### src/rtl/clk_rst_pkg.sv
// Shared definitions for the clock/reset bring-up sequencer: state encoding
// and the counter width helper.
package clk_rst_pkg;

    typedef enum logic [2:0] {
        ST_PLL_WAIT = 3'd0,
        ST_DCM_RST  = 3'd1,
        ST_DCM_WAIT = 3'd2,
        ST_HOLD     = 3'd3,
        ST_RUN      = 3'd4,
        ST_FAIL     = 3'd5
    } seq_state_t;

    // Never returns zero so a degenerate parameter still yields a legal vector.
    function automatic int clog2w(input int value);
        return (value > 1) ? $clog2(value) : 1;
    endfunction

endpackage

### src/rtl/clk_rst_sync2.sv
// Two-flop synchroniser for asynchronous lock-status inputs, cleared by the
// sequencer reset so a stale lock is never seen after reset release.
module clk_rst_sync2 #(
    parameter int WIDTH = 1
) (
    input  logic             mcb_drp_clk,
    input  logic             sys_rst,
    input  logic [WIDTH-1:0] d,
    output logic [WIDTH-1:0] q
);

    logic [WIDTH-1:0] meta;

    always_ff @(posedge mcb_drp_clk or posedge sys_rst) begin
        if (sys_rst) begin
            meta <= '0;
            q    <= '0;
        end else begin
            meta <= d;
            q    <= meta;
        end
    end

endmodule

### src/rtl/clk_rst_sequencer.sv
// Bring-up sequencer: PLL lock -> DCM reset pulse -> lock wait with retries -> hold -> run.
// Define CLK_RST_LOCK_RECOVERY_EN to re-sequence the DCMs automatically when lock drops in RUN.
module clk_rst_sequencer
    import clk_rst_pkg::*;
#(
    parameter int N_DCM          = 1,
    parameter int RST_HOLD       = 25,
    parameter int DCM_RST_CYCLES = 8,
    parameter int LOCK_TIMEOUT   = 65535,
    parameter int MAX_RETRY      = 3
) (
    input  logic                                mcb_drp_clk,
    input  logic                                sys_rst,
    input  logic                                pll_locked,
    input  logic [N_DCM-1:0]                    dcm_locked,
    input  logic                                dcm_reset_req,
    output logic [N_DCM-1:0]                    dcm_rst,
    output logic                                rst_out,
    output logic                                all_locked,
    output logic                                fail,
    output logic                                lock_lost,
    output logic [clog2w(MAX_RETRY+1)-1:0]      retry_cnt,
    output logic [2:0]                          state
);

    localparam int RST_W   = clog2w(DCM_RST_CYCLES);
    localparam int TO_W    = clog2w(LOCK_TIMEOUT);
    localparam int HOLD_W  = clog2w(RST_HOLD);
    localparam int RETRY_W = clog2w(MAX_RETRY + 1);

    seq_state_t         st;
    seq_state_t         st_nxt;
    logic               pll_sync;
    logic [N_DCM-1:0]   lock_sync;
    logic               locks_good;
    logic [RST_W-1:0]   rst_cnt;
    logic [TO_W-1:0]    to_cnt;
    logic [HOLD_W-1:0]  hold_cnt;
    logic [RETRY_W-1:0] retry_nxt;

    clk_rst_sync2 #(.WIDTH(1)) u_pll_sync (
        .mcb_drp_clk (mcb_drp_clk),
        .sys_rst     (sys_rst),
        .d           (pll_locked),
        .q           (pll_sync)
    );

    clk_rst_sync2 #(.WIDTH(N_DCM)) u_lock_sync (
        .mcb_drp_clk (mcb_drp_clk),
        .sys_rst     (sys_rst),
        .d           (dcm_locked),
        .q           (lock_sync)
    );

    assign locks_good = &lock_sync;
    assign state      = st;

    // A re-sequence request always wins over a simultaneous lock drop, so both together give one pulse.
    always_comb begin
        st_nxt    = st;
        retry_nxt = retry_cnt;
        unique case (st)
            ST_PLL_WAIT: begin
                if (pll_sync) st_nxt = ST_DCM_RST;
            end
            ST_DCM_RST: begin
                if (rst_cnt == RST_W'(DCM_RST_CYCLES - 1)) st_nxt = ST_DCM_WAIT;
            end
            ST_DCM_WAIT: begin
                if (dcm_reset_req) begin
                    st_nxt    = ST_DCM_RST;
                    retry_nxt = '0;
                end else if (locks_good) begin
                    st_nxt = ST_HOLD;
                end else if (to_cnt == TO_W'(LOCK_TIMEOUT - 1)) begin
                    // The attempt that would exceed MAX_RETRY fails; the count saturates instead of wrapping.
                    if (retry_cnt == RETRY_W'(MAX_RETRY)) begin
                        st_nxt = ST_FAIL;
                    end else begin
                        st_nxt    = ST_DCM_RST;
                        retry_nxt = retry_cnt + 1'b1;
                    end
                end
            end
            ST_HOLD: begin
                if (dcm_reset_req) begin
                    st_nxt    = ST_DCM_RST;
                    retry_nxt = '0;
                end else if (!locks_good) begin
                    st_nxt = ST_DCM_RST;
                end else if (hold_cnt == HOLD_W'(RST_HOLD - 1)) begin
                    st_nxt = ST_RUN;
                end
            end
            ST_RUN: begin
                if (dcm_reset_req) begin
                    st_nxt    = ST_DCM_RST;
                    retry_nxt = '0;
                end
`ifdef CLK_RST_LOCK_RECOVERY_EN
                else if (!locks_good) begin
                    st_nxt    = ST_DCM_RST;
                    retry_nxt = '0;
                end
`endif
            end
            ST_FAIL: begin
                st_nxt = ST_FAIL;
            end
            default: begin
                st_nxt = ST_PLL_WAIT;
            end
        endcase
    end

    // Outputs are registered from the next state so they change with the state and never glitch.
    always_ff @(posedge mcb_drp_clk or posedge sys_rst) begin
        if (sys_rst) begin
            st         <= ST_PLL_WAIT;
            rst_cnt    <= '0;
            to_cnt     <= '0;
            hold_cnt   <= '0;
            retry_cnt  <= '0;
            dcm_rst    <= '1;
            rst_out    <= 1'b1;
            all_locked <= 1'b0;
            fail       <= 1'b0;
            lock_lost  <= 1'b0;
        end else begin
            st         <= st_nxt;
            retry_cnt  <= retry_nxt;
            rst_cnt    <= (st == ST_DCM_RST  && st_nxt == ST_DCM_RST)  ? rst_cnt + 1'b1  : '0;
            to_cnt     <= (st == ST_DCM_WAIT && st_nxt == ST_DCM_WAIT) ? to_cnt + 1'b1   : '0;
            hold_cnt   <= (st == ST_HOLD     && st_nxt == ST_HOLD)     ? hold_cnt + 1'b1 : '0;
            dcm_rst    <= (st_nxt == ST_DCM_RST) ? '1 : '0;
            rst_out    <= (st_nxt != ST_RUN);
            all_locked <= (st_nxt == ST_RUN);
            fail       <= (st_nxt == ST_FAIL);
            if (st == ST_RUN && !locks_good) lock_lost <= 1'b1;
        end
    end

endmodule
### config.mk
export PLATFORM = sky130hd
export DESIGN_NAME = clk_rst_sequencer
export DESIGN_NICKNAME = d
export VERILOG_FILES = /design/src/rtl/clk_rst_pkg.sv /design/src/rtl/clk_rst_sync2.sv /design/src/rtl/clk_rst_sequencer.sv
export SDC_FILE = /design/constraint.sdc
export NUM_CORES = 1
export LEC_CHECK = 0
export CORE_ASPECT_RATIO = 1.5
export CORE_MARGIN = 10
export CORE_UTILIZATION = 30
export DETAILED_ROUTE_END_ITERATION = 10
export SETUP_SLACK_MARGIN = 0.1
export SYNTH_ARGS = -nofsm -noshare
export SYNTH_HDL_FRONTEND = slang
export SYNTH_SLANG_ARGS = --single-unit
### constraint.sdc
create_clock -name mcb_drp_clk -period 2.07 [get_ports mcb_drp_clk]
set_clock_uncertainty 0.1 [all_clocks]
set_input_delay 0.5175 -clock mcb_drp_clk [delete_from_list [all_inputs] [get_ports mcb_drp_clk]]
set_output_delay 0.5175 -clock mcb_drp_clk [all_outputs]
set_load 0.005 [all_outputs]
# --- Word-level counts from Yosys, hierarchy flattened ---
# Cells that the tools add are included.
op_classes:
  addsub: 4
  n_eq_ne: 19
  reduce_logical: 9
  mux: 21
op_table:
  columns: ["operator", "count"]
  rows:
  - ["3-bit two-way mux", 11]
  - ["3-bit one-hot mux with 6 select lines", 1]
  - ["16-bit by 1-bit adder with 16-bit output (second input constant)", 1]
  - ["16-bit equality test (second input constant)", 1]
  - ["16-bit two-way mux", 1]
  - ["3-bit equality test (second input constant)", 5]
  - ["3-bit by 2-bit equality test with 1-bit output (second input constant)", 4]
  - ["3-bit inequality test (second input constant)", 4]
  - ["2-bit two-way mux", 5]
  - ["3-bit by 1-bit equality test with 1-bit output (second input constant)", 2]
  - ["5-bit by 1-bit adder with 5-bit output (second input constant)", 1]
  - ["5-bit equality test (second input constant)", 1]
  - ["5-bit two-way mux", 1]
  - ["5-bit AND reduction", 1]
  - ["1-bit logical AND", 4]
  - ["2-bit one-hot mux with 2 select lines", 1]
  - ["3-bit by 1-bit adder with 3-bit output (second input constant)", 1]
  - ["3-bit zero test", 1]
  - ["2-bit by 1-bit adder with 2-bit output (second input constant)", 1]
  - ["2-bit equality test (second input constant)", 1]
  - ["2-bit by 1-bit inequality test with 1-bit output (second input constant)", 1]
  - ["2-bit nonzero test", 1]
  - ["2-bit OR reduction", 1]
  - ["1-bit zero test", 1]
  - ["1-bit two-way mux", 1]
totals:
  reg_bits: 38

# --- Depth between registers and ports, before layout ---
depth:
  word_depth: 9
  depth_mapped: 7
  depth_no_buf: 6

# --- Hierarchy ---
# Synthesis repeated with hierarchy kept, for this count alone.
hier_totals:
  hier_cells: 172
  hier_area_um2: 1774.2
by_module_without_submodules:
  columns: ["module", "area_each_um2", "instances", "cells_each", "seq_area_each_um2"]
  rows:
  - ["clk_rst_sequencer", 1666.6, 1, 166, 853.3]
  - ["clk_rst_sync2", 53.8, 2, 3, 50.0]

# --- Worst setup path before layout ---
# OpenSTA, ideal clock, no wires.
synth_path:
  path_kind: "register -> register"
  from: "register to_cnt[0]"
  to: "register retry_cnt[0]"
  path_buffers: 0
  required_ns: 1.845
  path_slack_ns: 0.376
  stages_incl_launch_ff: 7
  t_arrival_ns: 1.469
  synth_period_minus_slack_ns: 1.694
  cell_sequence: "dfrtp_1 -> inv_1 -> ha_1 -> and3_1 -> nand4_4 -> a22oi_1 -> mux2_2"
synth_via:
  elab_chain_cells: 3
synth_lines:
  columns: ["element", "line", "rtl"]
  rows:
  - ["from (decl)", "clk_rst_sequencer.sv:37", "logic [TO_W-1:0] to_cnt;"]
  - ["from (signal assigned)", "clk_rst_sequencer.sv:133", "to_cnt <= (st == ST_DCM_WAIT && st_nxt == ST_DCM_WAIT) ? to_cnt + 1'b1 : '0;"]
  - ["16-bit equality test", "clk_rst_sequencer.sv:75", "end else if (to_cnt == TO_W'(LOCK_TIMEOUT - 1)) begin"]
  - ["3-bit inequality test (no line)", null, null]
  - ["5-bit AND reduction (no line)", null, null]
  - ["to (signal assigned)", "clk_rst_sequencer.sv:131", "retry_cnt <= retry_nxt;"]
  - ["to (decl)", "clk_rst_sequencer.sv:22", "output logic [clog2w(MAX_RETRY+1)-1:0] retry_cnt,"]
# No other way between the ends.
# A chain may end at the register's enable or synchronous reset.

# --- Final worst setup path ---
layout_path:
  from: "register dcm_rst"
  to: "output dcm_rst"
layout_lines:
  columns: ["element", "line", "rtl"]
  rows:
  - ["from (decl)", "clk_rst_sequencer.sv:17", "output logic [N_DCM-1:0] dcm_rst,"]
  - ["from (signal assigned)", "clk_rst_sequencer.sv:135", "dcm_rst <= (st_nxt == ST_DCM_RST) ? '1 : '0;"]
# No word-level cell between the ends.

==> metrics.yaml <==
timing:
  max_slew_margin_pct: 64.9
  hold_viol_final: 0
  tightestPinTransition_ns: 0.521
  fin_crit_sh_pct: 92.7
  grt_setup_unrepaired: "false"
  finalSetupViolCount: 0
  fmax_mhz: 521
  setup_tns_ns: 0
  period_minus_slack_ns: 1.92
  maxSlewViolCount: 0
power_and_ir_drop:
  pwr-share-seq_pct: 47.4
  power_mw: 1.84
  p_per_area_nw_per_um2: 814
  swShare_pct: 25.7
  power_frac_clock_pct: 33.1
  combPwrFrac_pct: 19.4
  ir_worst_vdd_v: 0.000434
  p_switching_mw: 0.472
  power_leakage_nw: 0.990
  p_int_mw: 1.36
global_route:
  grtUsageTotal_pct: 7.69
  grt_pass1_wl_um: 6240
  globalRouteOverflowTotal: 0
  grt_start_max_net_pins: 39
  antenna_found_initial: 0
  grt_pass1_vias: 1358
logic_synthesis:
  yosysWarnings: 0
  netlist_instances: 167
  synth_top_area_share_pct: 48.4
  synth_fp_nets: 179
  async_flop_share_pct: 100
  synthFlopType: "dfrtp_1"
  yosysTopAreaCell: "dfrtp_1"
  synth.avg_cell_area_um2: 11.2
  ys_seq_area_share_pct: 51.2
  synth_edf_count: 0
  netlist_area_um2: 1860
  synth_cell_types: 46
  synth_seq_cells: 38
  synth.area.top_cells: "dfrtp_1 (48%), xor2_1 (6.1%), ha_1 (4.7%)"
  synthTopCellsByCount: "dfrtp_1 (36), nor2_1 (23), xor2_1 (13), nand3_1 (9)"
  yosysMostFrequentCell: "dfrtp_1"
worst_setup_path:
  cp.arrival_ns: 1.30
  critPathMaxFanout: 1
  max_stage_delay_ns: 0.52
  worst-path-stages: 1
  r2r_cells: 6
  cp_top_family: "flip-flops"
  worstSetupEndpointType: "output port"
  slowest_stage: "dfstp_2"
  cp_num_buf_inv: 1
  cp_data_required_time_ns: 1.45
  start_kind: "register"
  reg2reg_from: "to_cnt[0]$_DFF_PP0_"
  crit_path_start: "dcm_rst$_DFF_PP1_"
  path_cells: "clkdlybuf4s50_1"
  path_class: "reg2out"
run:
  drv_cap: 0
clock_tree:
  h-tree-depth: 2
  clk_pin_slew_ns: 0.08
  tritoncts: "done"
  root_buffer: "clkbuf_8"
  cts_buffers: 5
  clk_latency_ns: 0.29
  cts.sinks: 38
  cts_buffer_depth: 2
finish:
  regArea_um2: 956
  area_growth_pct: 21.2
  fillCellCount: 608
  finalNetCount: 204
  drive_gt1_share_pct: 18.7
  diodes: 0
  multi_input_area_um2: 838
  design_area_um2: 2260
floorplan:
  die_area_um2: 9830
  fp.dieW_um: 84.3
  core_um2: 6090
  row_count: 35
  ios: 15
  start_util_pct: 30.6
  chipHeight_um: 117
route:
  ant_nets: 0
  route.detailed.drc: 0
  vias_per_cell: 4.81
  vias: 1283
  drt_iter0_markers: 88
  routedWlPerCell_um: 13.3
  routed_wl_um: 3560
  drtPass1Iterations: 4
place:
  io_buffer_count: 14
  place_congestion: 0.787
  placed_cell_area_um2: 2120
  dp_hpwl_um: 2570
hold_path:
  hp-start: "u_pll_sync.meta$_DFF_PP0_"
  hold_depth: 0
  worstHoldPathType: "reg2reg"
status:
  status: "complete, no violations"
==> per-stage QoR <==
step           hold slack (ns)  instances  utilization [%]  setup WS [ns]
6_report                 0.257        267             37.1          0.151
5_1_grt                  0.265        267             37.1          0.101
4_1_cts                  0.263        264             36.7          0.110
3_5_place_dp             0.245        256             34.9         -0.137
3_3_place_gp             0.232        256             34.9        -0.0639
2_1_floorplan            0.231        167                -          0.376
==> sequential cells by signal, indices dropped and copies added (netlist names), 2 cells and up <==
signal and cells:
hold_cnt 5, retry_cnt 2, rst_cnt 3, to_cnt 16, state 3
==> final timing paths <==
path	end	slack [ns]
setup / recovery	dcm_rst	0.15
hold / removal	u_pll_sync.q$_DFF_PP0_	0.26
setup reg to reg	retry_cnt[1]$_DFFE_PP0P_	0.22
hold reg to reg	u_pll_sync.q$_DFF_PP0_	0.26
max in group asynchronous	dcm_rst$_DFF_PP1_	1.15
min in group asynchronous	to_cnt[3]$_DFF_PP0_	0.47
==> repair_timing <==
action                                  in CTS  in global routing
cloned                                       0                  0
endpoints found under the setup margin       1                  3
pin swaps                                    0                  1
setup buffers                                0                  3
hold buffers                                 0                  0
gates resized for setup                      1                  1
==> cells by family after synthesis <==
logic type,after synthesis,synth area share [%]
xor+xnor,15,7.05
buf+inv,14,3.83
flops,38,51.2
fa+ha+maj,7,4.70
mux,3,1.75
simple gates,72,23.5
compound gates,18,7.99
==> layout make-up <==
cell class / instances / area share (%)
Clock buffer: 5 / 3.05
Inverter: 7 / 1.16
Sequential cell: 38 / 42.4
Multi-Input combinational cell: 115 / 37.1
Tap cell: 74 / 4.10
Clock inverter: 3 / 1.77
Timing Repair Buffer: 25 / 10.4
==> power by group through the flow <==
stage | logic [mW] | clock network (mW) | registers (mW)
3_3_place_gp | 0.360 | 0 | 0.882
5_1_grt | 0.416 | 0.659 | 0.883
6_report | 0.357 | 0.608 | 0.871
4_1_cts | 0.367 | 0.629 | 0.871
2_1_floorplan | 0.221 | 0 | 0.870
3_5_place_dp | 0.362 | 0 | 0.885
==> layer usage <==
layer	GRT usage, %	vias up	part of all wire, %
li1	-	634	-
met1	7.68	633	39
met2	14.5	12	57
met3	2.51	4	2.8
met4	2.75	0	1.5
met5	0	-	0
==> cell usage in the layout (no fill, tap or decap), drive strengths merged, types with 5 or more instances in the layout <==
cell and instances:
buf 11, ha 7, inv 7, nand2 6
nor2 23, clkbuf 5, dfrtp 36, nand4 6
clkdlybuf4s50 14, nand3 9, xor2 13
(Power assumes the default switching activity.)
